**src/rtl/pwm_capture_if.sv**
```systemverilog
// Signal bundle between a PWM source and the pwm_capture decoder.
// The master drives the PWM line; the slave returns the recovered duty and status.
interface pwm_capture_if #(
  parameter int unsigned N = 8
) ();

  logic         pwm_in;
  logic [N-1:0] duty;
  logic         duty_valid;
  logic         period_err;
  logic         stuck;

  modport master (
    output pwm_in,
    input  duty,
    input  duty_valid,
    input  period_err,
    input  stuck
  );

  modport slave (
    input  pwm_in,
    output duty,
    output duty_valid,
    output period_err,
    output stuck
  );

endinterface

```
**src/rtl/pwm_capture.sv**
```systemverilog
// Recovers the N-bit duty value from a PWM line with a 2^N-cycle frame.
// Also reports wrong frame lengths and a line stuck low or high.
module pwm_capture #(
  parameter int unsigned N = 8
) (
  input  logic           clk,
  input  logic           reset,
  pwm_capture_if.slave   bus
);

  localparam int unsigned PW = N + 2;
  localparam int unsigned HW = N + 1;
  localparam int unsigned IW = N + 1;

  localparam logic [PW-1:0] PCNT_FRAME = PW'(2**N);
  localparam logic [PW-1:0] PCNT_SAT   = '1;
  localparam logic [HW-1:0] HCNT_SAT   = '1;
  localparam logic [IW-1:0] ICNT_SAT   = IW'(2**N);
  localparam logic [IW-1:0] ICNT_LAST  = IW'(2**N - 1);

  localparam logic [1:0] ST_IDLE = 2'd0;
  localparam logic [1:0] ST_HIGH = 2'd1;
  localparam logic [1:0] ST_LOW  = 2'd2;

  logic          s1_q, s2_q, s3_q;
  logic [1:0]    state_q, state_d;
  logic [PW-1:0] pcnt_q, pcnt_d;
  logic [HW-1:0] hcnt_q, hcnt_d;
  logic [IW-1:0] icnt_q, icnt_d;
  logic [N-1:0]  duty_q, duty_d;
  logic          duty_valid_q, duty_valid_d;
  logic          period_err_q, period_err_d;
  logic          stuck_q, stuck_d;

  logic rise_c, fall_c, edge_c, timeout_c;

  // Edge detection on the synchronized line; s3 is the previous s2 sample.
  assign rise_c    = s2_q & ~s3_q;
  assign fall_c    = ~s2_q & s3_q;
  assign edge_c    = rise_c | fall_c;
  assign timeout_c = ~edge_c & (icnt_q == ICNT_LAST);

  // Next-state, counters and report outputs.
  always_comb begin
    state_d      = state_q;
    duty_d       = duty_q;
    duty_valid_d = 1'b0;
    period_err_d = period_err_q;
    stuck_d      = stuck_q;
    pcnt_d       = pcnt_q;
    hcnt_d       = hcnt_q;
    icnt_d       = icnt_q;

    if (rise_c) begin
      pcnt_d = PW'(1);
    end else if (pcnt_q != PCNT_SAT) begin
      pcnt_d = pcnt_q + PW'(1);
    end

    if (rise_c) begin
      hcnt_d = HW'(1);
    end else if ((state_q == ST_HIGH) && !fall_c && (hcnt_q != HCNT_SAT)) begin
      hcnt_d = hcnt_q + HW'(1);
    end

    if (edge_c) begin
      icnt_d = '0;
    end else if (icnt_q != ICNT_SAT) begin
      icnt_d = icnt_q + IW'(1);
    end

    if (edge_c) begin
      stuck_d = 1'b0;
    end

    // Timeout fires only on the cycle icnt reaches saturation, so once per stuck interval.
    if (timeout_c) begin
      duty_d       = {N{s2_q}};
      stuck_d      = 1'b1;
      period_err_d = 1'b0;
      duty_valid_d = 1'b1;
      state_d      = ST_IDLE;
    end else begin
      case (state_q)
        ST_IDLE: begin
          if (rise_c) begin
            state_d = ST_HIGH;
          end
        end
        ST_HIGH: begin
          if (fall_c) begin
            state_d = ST_LOW;
          end
        end
        ST_LOW: begin
          if (rise_c) begin
            if (pcnt_q == PCNT_FRAME) begin
              duty_d       = hcnt_q[N-1:0];
              period_err_d = 1'b0;
            end else begin
              period_err_d = 1'b1;
            end
            duty_valid_d = 1'b1;
            stuck_d      = 1'b0;
            state_d      = ST_HIGH;
          end
        end
        default: begin
          state_d = ST_IDLE;
        end
      endcase
    end
  end

  // All state, including the synchronizer, clears on synchronous reset.
  always_ff @(posedge clk) begin
    if (reset) begin
      s1_q         <= 1'b0;
      s2_q         <= 1'b0;
      s3_q         <= 1'b0;
      state_q      <= ST_IDLE;
      pcnt_q       <= '0;
      hcnt_q       <= '0;
      icnt_q       <= '0;
      duty_q       <= '0;
      duty_valid_q <= 1'b0;
      period_err_q <= 1'b0;
      stuck_q      <= 1'b0;
    end else begin
      s1_q         <= bus.pwm_in;
      s2_q         <= s1_q;
      s3_q         <= s2_q;
      state_q      <= state_d;
      pcnt_q       <= pcnt_d;
      hcnt_q       <= hcnt_d;
      icnt_q       <= icnt_d;
      duty_q       <= duty_d;
      duty_valid_q <= duty_valid_d;
      period_err_q <= period_err_d;
      stuck_q      <= stuck_d;
    end
  end

  assign bus.duty       = duty_q;
  assign bus.duty_valid = duty_valid_q;
  assign bus.period_err = period_err_q;
  assign bus.stuck      = stuck_q;

endmodule

```
**src/flat_wrapper.sv**
```systemverilog
// flat-port wrapper written by rule: the top's interface ports become plain ports
module pwm_capture_flat 
#(
  parameter int unsigned N = 8
)
  (clk, reset, bus_pwm_in, bus_duty, bus_duty_valid, bus_period_err, bus_stuck);
  pwm_capture_if #(.N(N)) bus_i ();
  input  logic clk;
  input  logic reset;
  input wire logic [$bits(bus_i.pwm_in)-1:0] bus_pwm_in;
  output wire logic [$bits(bus_i.duty)-1:0] bus_duty;
  output wire logic [$bits(bus_i.duty_valid)-1:0] bus_duty_valid;
  output wire logic [$bits(bus_i.period_err)-1:0] bus_period_err;
  output wire logic [$bits(bus_i.stuck)-1:0] bus_stuck;
  assign bus_i.pwm_in = bus_pwm_in;
  assign bus_duty = bus_i.duty;
  assign bus_duty_valid = bus_i.duty_valid;
  assign bus_period_err = bus_i.period_err;
  assign bus_stuck = bus_i.stuck;
  pwm_capture #(.N(N)) u_core (.clk(clk), .reset(reset), .bus(bus_i));
endmodule
```
**config.mk**
```make
export PLATFORM = sky130hd
export DESIGN_NAME = pwm_capture_flat
export DESIGN_NICKNAME = d
export VERILOG_FILES = /design/src/rtl/pwm_capture_if.sv /design/src/rtl/pwm_capture.sv /design/src/flat_wrapper.sv
export SDC_FILE = /design/constraint.sdc
export NUM_CORES = 1
export LEC_CHECK = 0
export ABC_AREA = 0
export CAP_MARGIN = 20
export CORE_MARGIN = 5
export CORE_UTILIZATION = 36
export CTS_BUF_LIST = sky130_fd_sc_hd__clkbuf_4
export DETAILED_ROUTE_END_ITERATION = 16
export PLACE_DENSITY_LB_ADDON = 0.3
export SETUP_SLACK_MARGIN = 0.2
export SLEW_MARGIN = 30
export SYNTH_ARGS = -nofsm -noshare
export SYNTH_HDL_FRONTEND = slang
export SYNTH_SLANG_ARGS = --single-unit
```
**constraint.sdc**
```tcl
create_clock -name clk -period 2.15 [get_ports clk]
set_clock_uncertainty 0.15 [all_clocks]
set_input_delay 0.215 -clock clk [delete_from_list [all_inputs] [get_ports clk]]
set_output_delay 0.215 -clock clk [all_outputs]
set_load 0.02 [all_outputs]
```
==> impl_metrics.yaml, run 1 <==
worst_setup_path:
  worstSetupPathType: "flop to flop"
  reg2reg_depth: 7
  crit_arrival_ns: 2.37
  crit_cells: 7
  worst_setup_path_start_kind: "flop"
  worst_setup_path_end_kind: "flop"
  crit_family: "simple AND/OR/NAND/NOR gates"
  critPathMaxFanout: 5
  critical_path_required_ns: 2.29
  crit_buf_inv: 0
  slowest_delay_ns: 0.53
  path_cells: "ha_4 > nand3_2 > nor2_2 > ha_2 > or4b_4 > or4_1 > a21oi_1"
  crit_slowest_cell: "or4_1"
floorplan:
  die_h_um: 88.8
  io_pins: 14
  die-area_um2: 7890
  die_w_um: 88.8
  start_util_pct: 37.3
  coreArea_um2: 5990
  num_rows: 28
synth:
  synth_top_area_share_pct: 39.4
  syn_area_per_cell_um2: 8.80
  syn_area_um2: 2240
  synth.most_common_cell: "dfxtp_1"
  synth-xor-area-share_pct: 1.18
  synthAdderAreaFrac_pct: 5.04
  yosysSeqAreaShare_pct: 39.4
  yosys.area_share.simple_pct: 23.8
  synth_fp_nets: 266
  synth_top_family_by_area: "simple AND/OR/NAND/NOR gates"
  synthTopCellsByCount: "dfxtp_1 (44), a21oi_1 (19), nor2_1 (16), clkbuf_1 (14), inv_1 (13)"
  synth_cell_types: 40
  synth_seq_cells: 44
  yosysTopAreaCell: "dfxtp_1"
  synth-edff-count: 0
  synth_ff_type: "dfxtp_1"
  synthMuxAreaShare_pct: 5.37
  synth_area_leaders: "dfxtp_1 (39%), mux2i_1 (5.4%), ha_1 (5.0%)"
  synthCells: 254
  async_flop_share_pct: 0
  yosysWarningCount: 0
  synth-compound-area-share_pct: 19.9
placed_design:
  gp_congestion: 0.889
  io_buffers: 13
  dpl.hpwl_um: 3320
  place_ws_ns: -0.0628
sta:
  fin_ws_ns: -0.0790
  hold_viol_final: 0
  max_slew_margin_pct: 48.5
  fmax_mhz: 449
  period_needed_ns: 2.23
  setup_viol: 3
  worst_pin_slew_ns: 0.762
  rsz0062_at_grt: "true"
  drv_slew: 0
  period_share_pct: 104
power:
  power_frac_seq_pct: 61.5
  p_sw_mw: 0.359
  p_int_mw: 1.02
  clkPwrFrac_pct: 28.6
  pwr-share-comb_pct: 9.8
  vdd.ir_drop.worst_mv: 0.283
  power_density_nw_per_um2: 505
  netSwitchingFraction_pct: 26.1
  p_leak_nw: 1.06
route:
  wl_per_cell_um: 13.5
  drc: 0
  vias: 1914
  drtIter0Drc: 62
  drt-total-wl_um: 4860
  viasPerCell: 5.33
  ant_nets: 0
  first_pass_iters: 4
cells_and_area:
  area_growth_pct: 21.8
  final_util_pct: 45.4
  diodes: 0
  drive_gt1_share_pct: 19.4
  nets: 295
clock_network:
  numCtsBuffers: 5
  clock-sinks: 44
  cts_hold_buf: 0
  cts_tree: "done"
  clock_latency_ns: 0.36
  root_buffer: "clkbuf_4"
  cts.htree.levels: 2
  clk_pin_slew_worst_paths_ns: 0.13
  clk_path_buf_depth: 2
grt:
  first_global_vias: 1754
  grtUsageMet1_pct: 18.5
  grt_max_degree: 18
  top_usage_layer: "met2"
  grtUsageMet3_pct: 3.17
  grt_pass1_wl_um: 8250
  grtUsageMet2_pct: 19.8
  track_usage_pct: 13.3
  grt-ovfl-total: 0
  antenna_found_initial: 0
run_status:
  failed_checks: "setup timing"
  status: "finished with violations"
worst_hold_path:
  hold_depth: 2
  hp-class: "input port to flop"
flow_run:
  max_cap_viol_count: 0
[sequential cells by signal (all words and copies together) (netlist names)]
signal	cells
u_core.bus.period_err	1
u_core.pcnt_q	10
u_core.icnt_q	9
u_core.s2_q	1
u_core.bus.duty_valid	1
u_core.bus.stuck	1
u_core.s1_q	1
u_core.s3_q	1
u_core.state_q	2
u_core.bus.duty	8
u_core.hcnt_q	9
[power by group through the flow]
stage / Clock, mW / Sequential [mW] / Combinational, mW
3_5_place_dp: 0 / 0.865 / 0.120
3_3_place_gp: 0 / 0.865 / 0.120
4_1_cts: 0.413 / 0.848 / 0.123
5_1_grt: 0.443 / 0.850 / 0.150
2_1_floorplan: 0 / 0.862 / 0.0830
6_report: 0.394 / 0.846 / 0.135
[layout by cell type (no fill, tap or decap), types with 11 or more instances in the layout]
master	instances
nor2_1	15
mux2i_1	12
clkdlybuf4s50_1	13
buf_4	22
a21oi_1	18
inv_1	13
nand2_1	11
dfxtp_1	39
[layer usage]
layer  routed length [µm]  vias up
met5                    0        -
met4                   28        0
met3                  208        4
met2                 2180       37
met1                 2440      882
li1                     -      991
[stage by stage]
stage / TNS [ns] / power [mW] / cell area (µm²) / hold slack (ns) / cells
finish: -0.103 / 1.38 / 2720 / 0.256 / 359
global route: -0.323 / 1.44 / 2720 / 0.245 / 359
CTS: -0.0918 / 1.38 / 2660 / 0.240 / 355
detailed placement: -0.138 / 0.984 / 2590 / 0.275 / 346
global placement: -0.00779 / 0.985 / 2590 / 0.269 / 346
floorplan: 0 / 0.945 / 2270 / 0.193 / 254
[layout make-up]
cell class | instances | area (µm²)
fillers | 560 | 3270
well taps | 75 | 93.8
repair buffers | 37 | 327
clock inverters | 3 | 13.8
multi-input cells | 182 | 1310
clock buffers | 5 | 37.5
inverters | 13 | 48.8
flip-flops and latches | 44 | 895
[kinds of logic after synthesis]
family | after synthesis
xor gates and xnor gates | 3
DFF | 44
adders and majority gates | 9
AOI/OAI and AO/OA | 65
and+or+nand+nor | 92
buffers and inverters | 29
muxes | 12
[worst paths after layout]
path / from / to / slack [ns]
min: bus_pwm_in / u_core.s1_q$_SDFF_PP0_ / 0.26
min reg2reg: u_core.s1_q$_SDFF_PP0_ / u_core.s2_q$_SDFF_PP0_ / 0.30
max reg2reg: u_core.hcnt_q[0]$_SDFFE_PP0P_ / u_core.hcnt_q[5]$_SDFFE_PP0P_ / -0.08
max: u_core.hcnt_q[0]$_SDFFE_PP0P_ / u_core.hcnt_q[5]$_SDFFE_PP0P_ / -0.08
[worst reg2reg max path, delay by kind of cell, from the launching register on]
family | cells | cell delay, ns
adders and majority gates | 2 | 0.33
and+or+nand+nor | 4 | 1.16
AOI/OAI and AO/OA | 1 | 0.14
DFF | 1 | 0.38
[timing repair]
| item | 4_1_cts | 5_1_grt |
|---|---|---|
| gates resized for setup | 4 | 15 |
| endpoints found under the setup margin | 17 | 19 |
| cloned | 1 | 0 |
| pin swaps | 1 | 2 |
| endpoints found under the hold margin | 0 | 0 |
| setup buffers | 0 | 4 |
(Power assumes the default switching activity.)
==> run 2, diff against run 1 <==
--- a/config.mk
+++ b/config.mk
@@ -9,10 +9,10 @@
 export CAP_MARGIN = 20
 export CORE_MARGIN = 5
 export CORE_UTILIZATION = 36
-export CTS_BUF_LIST = sky130_fd_sc_hd__clkbuf_4
 export DETAILED_ROUTE_END_ITERATION = 16
 export PLACE_DENSITY_LB_ADDON = 0.3
 export SETUP_SLACK_MARGIN = 0.2
+export SKIP_CTS_REPAIR_TIMING = 1
 export SLEW_MARGIN = 30
 export SYNTH_ARGS = -nofsm -noshare
 export SYNTH_HDL_FRONTEND = slang
==> impl_metrics.yaml, run 2 (same netlist as run 1, synthesis figures left out) <==
clock_network:
  numCtsBuffers: 5
  clock_latency_ns: 0.29
  root_buffer: "clkbuf_8"
  cts_tree: "done"
  clk_path_buf_depth: 2
  cts.htree.levels: 2
  clock-sinks: 44
  clk_pin_slew_worst_paths_ns: 0.08
cells_and_area:
  top_register: "u_core.pcnt_q"
  nets: 291
  drive_gt1_share_pct: 17.5
  fin_cells: 355
  area_growth_pct: 21.5
  mostFrequentLayoutCells: "dfxtp_1 (40), buf_4 (19), a21oi_1 (18)"
  design_area_um2: 2720
  largest_reg_flops: 10
  diodes: 0
  final_util_pct: 45.3
  layout_commonest_cell: "dfxtp_1"
  reg_top3: "u_core.pcnt_q x10, u_core.hcnt_q x9, u_core.icnt_q x9"
grt:
  antenna_found_initial: 0
  track_usage_pct: 12.8
  first_global_vias: 1722
  grt_pass1_wl_um: 8040
  grt_max_degree: 18
  grt-ovfl-total: 0
sta:
  holdWs_ns: 0.289
  worst_pin_slew_ns: 0.745
  drv_slew: 0
  tns_ns: -0.0256
  fin_ws_ns: -0.0256
  period_share_pct: 101
  rsz0062_at_grt: "true"
  setup_viol: 1
  hold_viol_final: 0
  fmax_mhz: 460
  period_needed_ns: 2.18
  max_slew_margin_pct: 49.6
route:
  wl_per_cell_um: 13.3
  ant_nets: 0
  first_pass_iters: 4
  drc: 0
  viasPerCell: 5.32
  vias: 1890
  drt-total-wl_um: 4740
  drtIter0Drc: 89
placed_design:
  place_inst: 346
  dpl-instance-area_um2: 2590
  gp_congestion: 0.889
  io_buffers: 13
  dpl.hpwl_um: 3320
  place_ws_ns: -0.0628
worst_setup_path:
  crit_buf_inv: 0
  r2r_end: "u_core.hcnt_q[5]$_SDFFE_PP0P_"
  crit_family: "simple AND/OR/NAND/NOR gates"
  slowest_delay_ns: 0.52
  worst_setup_path_end_kind: "flop"
  crit_slowest_cell: "or4b_4"
  worstSetupPathType: "flop to flop"
  worst_setup_path_start_kind: "flop"
  reg2reg_depth: 7
  crit_arrival_ns: 2.25
  critical_path_required_ns: 2.23
  timing.rr.start: "u_core.hcnt_q[0]$_SDFFE_PP0P_"
  path_cells: "ha_4 > nand3_2 > nor2_1 > ha_2 > or4b_4 > or4_1 > a21oi_1"
  rrSetupSlack_ns: -0.03
  critPathMaxFanout: 5
run_status:
  status: "finished with violations"
  failed_checks: "setup timing"
floorplan:
  start_util_pct: 37.3
  io_pins: 14
  coreArea_um2: 5990
  num_rows: 28
  die_h_um: 88.8
  die_w_um: 88.8
  die-area_um2: 7890
worst_hold_path:
  hp-class: "flop to flop"
  whs_endpoint: "u_core.s2_q$_SDFF_PP0_"
  hold_depth: 1
  hp-start: "u_core.s1_q$_SDFF_PP0_"
flow_run:
  max_cap_viol_count: 0
power:
  power_mw: 1.51
  vdd.ir_drop.worst_mv: 0.373
  power_density_nw_per_um2: 557
  p_leak_nw: 1.05
-- run 2: layer usage --
metal  track usage (%)  wire length [µm]  vias up
met3              3.17               216        4
met1              18.2              2410      866
met5                 0                 0        -
li1                  -                 -      976
met4              4.67                42        0
met2              18.7              2070       44
-- run 2: area by class of cell --
| type | instances | area, µm² |
|---|---|---|
| Fill cell | 561 | 3270 |
| Multi-Input combinational cell | 182 | 1300 |
| Sequential cell | 44 | 888 |
| Timing Repair Buffer | 33 | 293 |
| Tap cell | 75 | 93.8 |
| Clock buffer | 6 | 82.6 |
| Inverter | 13 | 48.8 |
| Clock inverter | 2 | 10.0 |
-- run 2: where the power goes --
| group | internal, mW | switching [mW] | leakage, nW | total, mW |
|---|---|---|---|---|
| combinational | 0.0584 | 0.0647 | 0.643 | 0.123 |
| sequential | 0.830 | 0.0163 | 0.358 | 0.846 |
| clock | 0.257 | 0.286 | 0.0510 | 0.543 |
| total | 1.15 | 0.367 | 1.05 | 1.51 |
-- run 2: worst max path at each step --
| stage | start | to | slack, ns | depth (start not counted) |
|---|---|---|---|---|
| 6_report | u_core.hcnt_q[0]$_SDFFE_PP0P_ | u_core.hcnt_q[5]$_SDFFE_PP0P_ | -0.03 | 7 |
| 5_1_grt | u_core.hcnt_q[0]$_SDFFE_PP0P_ | u_core.hcnt_q[5]$_SDFFE_PP0P_ | -0.07 | 7 |
| 4_1_cts | u_core.hcnt_q[0]$_SDFFE_PP0P_ | u_core.hcnt_q[5]$_SDFFE_PP0P_ | -0.08 | 7 |
| 3_5_place_dp | u_core.hcnt_q[0]$_SDFFE_PP0P_ | u_core.hcnt_q[5]$_SDFFE_PP0P_ | -0.06 | 7 |
| 3_3_place_gp | u_core.hcnt_q[0]$_SDFFE_PP0P_ | u_core.hcnt_q[5]$_SDFFE_PP0P_ | -0.008 | 7 |
| 2_1_floorplan | u_core.hcnt_q[0]$_SDFFE_PP0P_ | u_core.hcnt_q[5]$_SDFFE_PP0P_ | 0.06 | 7 |
==> run 3, diff against run 2 <==
--- a/config.mk
+++ b/config.mk
@@ -8,7 +8,7 @@
 export ABC_AREA = 0
 export CAP_MARGIN = 20
 export CORE_MARGIN = 5
-export CORE_UTILIZATION = 36
+export CORE_UTILIZATION = 55
 export DETAILED_ROUTE_END_ITERATION = 16
 export PLACE_DENSITY_LB_ADDON = 0.3
 export SETUP_SLACK_MARGIN = 0.2
==> constraint.sdc (replaced) <==
create_clock -name clk -period 2.55 [get_ports clk]
set_clock_uncertainty 0.15 [all_clocks]
set_input_delay 0.255 -clock clk [delete_from_list [all_inputs] [get_ports clk]]
set_output_delay 0.255 -clock clk [all_outputs]
set_load 0.02 [all_outputs]
==> impl_metrics.yaml, run 3 (same netlist as run 1, synthesis figures left out) <==
sta:
  tns_ns: 0
  fmax_mhz: 427
  drv_slew: 0
  period_needed_ns: 2.34
  max_slew_margin_pct: 52.0
  setup_viol: 0
  worst_pin_slew_ns: 0.710
  rsz0062_at_grt: "true"
  hold_viol_final: 0
  period_share_pct: 91.8
floorplan:
  die_w_um: 73.8
  num_rows: 23
  die_h_um: 73.8
  start_util_pct: 56.3
  io_pins: 14
  coreArea_um2: 3970
  die-area_um2: 5440
worst_setup_path:
  critPathMaxFanout: 7
  worstSetupPathType: "flop to flop"
  rrSetupSlack_ns: 0.21
  worst_setup_path_start_kind: "flop"
  worst_setup_path_end_kind: "flop"
  crit_arrival_ns: 2.42
  critical_path_required_ns: 2.63
cells_and_area:
  diodes: 0
  fin_cells: 316
  nets: 277
  area_growth_pct: 13.2
  drive_gt1_share_pct: 10.5
  reg_top3: "u_core.pcnt_q x10, u_core.hcnt_q x9, u_core.icnt_q x9"
  mostFrequentLayoutCells: "dfxtp_1 (43), a21oi_1 (18), nor2_1 (16)"
  nFillCells: 331
  largest_reg_flops: 10
  top_register: "u_core.pcnt_q"
  layout_commonest_cell: "dfxtp_1"
clock_network:
  cts.htree.levels: 2
  numCtsBuffers: 5
  cts_tree: "done"
  clk_path_buf_depth: 2
  clock-sinks: 44
  root_buffer: "clkbuf_8"
  clk_pin_slew_worst_paths_ns: 0.08
  clock_latency_ns: 0.30
grt:
  antenna_found_initial: 0
  grt_pass1_wl_um: 7290
  grt_max_degree: 29
  grt-ovfl-total: 0
  first_global_vias: 1583
  track_usage_pct: 17.3
power:
  power_mw: 1.27
  power_density_nw_per_um2: 501
  p_leak_nw: 0.967
  vdd.ir_drop.worst_mv: 0.390
run_status:
  status: "complete, no violations"
placed_design:
  io_buffers: 13
  dpl.hpwl_um: 3060
  gp_congestion: 0.842
  place_inst: 304
route:
  ant_nets: 0
  drtIter0Drc: 184
  vias: 1882
  drt-total-wl_um: 4630
  drc: 0
  first_pass_iters: 4
  viasPerCell: 5.96
  wl_per_cell_um: 14.6
flow_run:
  max_cap_viol_count: 0
worst_hold_path:
  hp-class: "flop to flop"
## run 3: area by class of cell
type / instances / area, µm² / share of cell area (%)
flip-flops and latches: 44 / 885 / 34.9
inverters: 13 / 48.8 / 1.93
repair buffers: 19 / 175 / 6.92
multi-input cells: 182 / 1260 / 49.9
clock buffers: 6 / 82.6 / 3.26
well taps: 50 / 62.6 / 2.47
clock inverters: 2 / 15.0 / 0.593
## run 3: per-stage QoR
stage	util, %	cell area, µm²	hold WS (ns)	setup WS, ns
6_report	63.7	2530	0.309	0.208
2_1_floorplan	-	2240	0.233	0.405
5_1_grt	63.7	2530	0.322	0.166
4_1_cts	62.4	2480	0.313	0.137
3_5_place_dp	60.0	2380	0.299	0.157
3_3_place_gp	60.0	2380	0.267	0.270
## run 3: worst paths after layout
kind                                 start  cells past startpoint                       endpoint
max          u_core.hcnt_q[0]$_SDFFE_PP0P_                      7  u_core.hcnt_q[5]$_SDFFE_PP0P_
min reg2reg         u_core.s1_q$_SDFF_PP0_                      1         u_core.s2_q$_SDFF_PP0_
min                 u_core.s1_q$_SDFF_PP0_                      1         u_core.s2_q$_SDFF_PP0_
max reg2reg  u_core.hcnt_q[0]$_SDFFE_PP0P_                      7  u_core.hcnt_q[5]$_SDFFE_PP0P_
## run 3: critical path: stages (launching register included)
cell	delay, ns
dfxtp_4	0.37
ha_2	0.20
nand3_1	0.08
nor2_1	0.05
ha_2	0.19
or4b_4	0.56
or4_1	0.52
a21oi_2	0.16
## run 3: metal layers
layer	wire length, µm	part of all wire (%)	global-route usage (%)
met3	245	5.3	4.24
met4	126	2.7	8.05
met5	0	0	0
met2	2010	43	25.4
met1	2250	49	23.6
## run 3: power breakdown
part	internal, mW	switching [mW]
logic	0.0401	0.0498
clock network	0.219	0.243
registers	0.699	0.0161
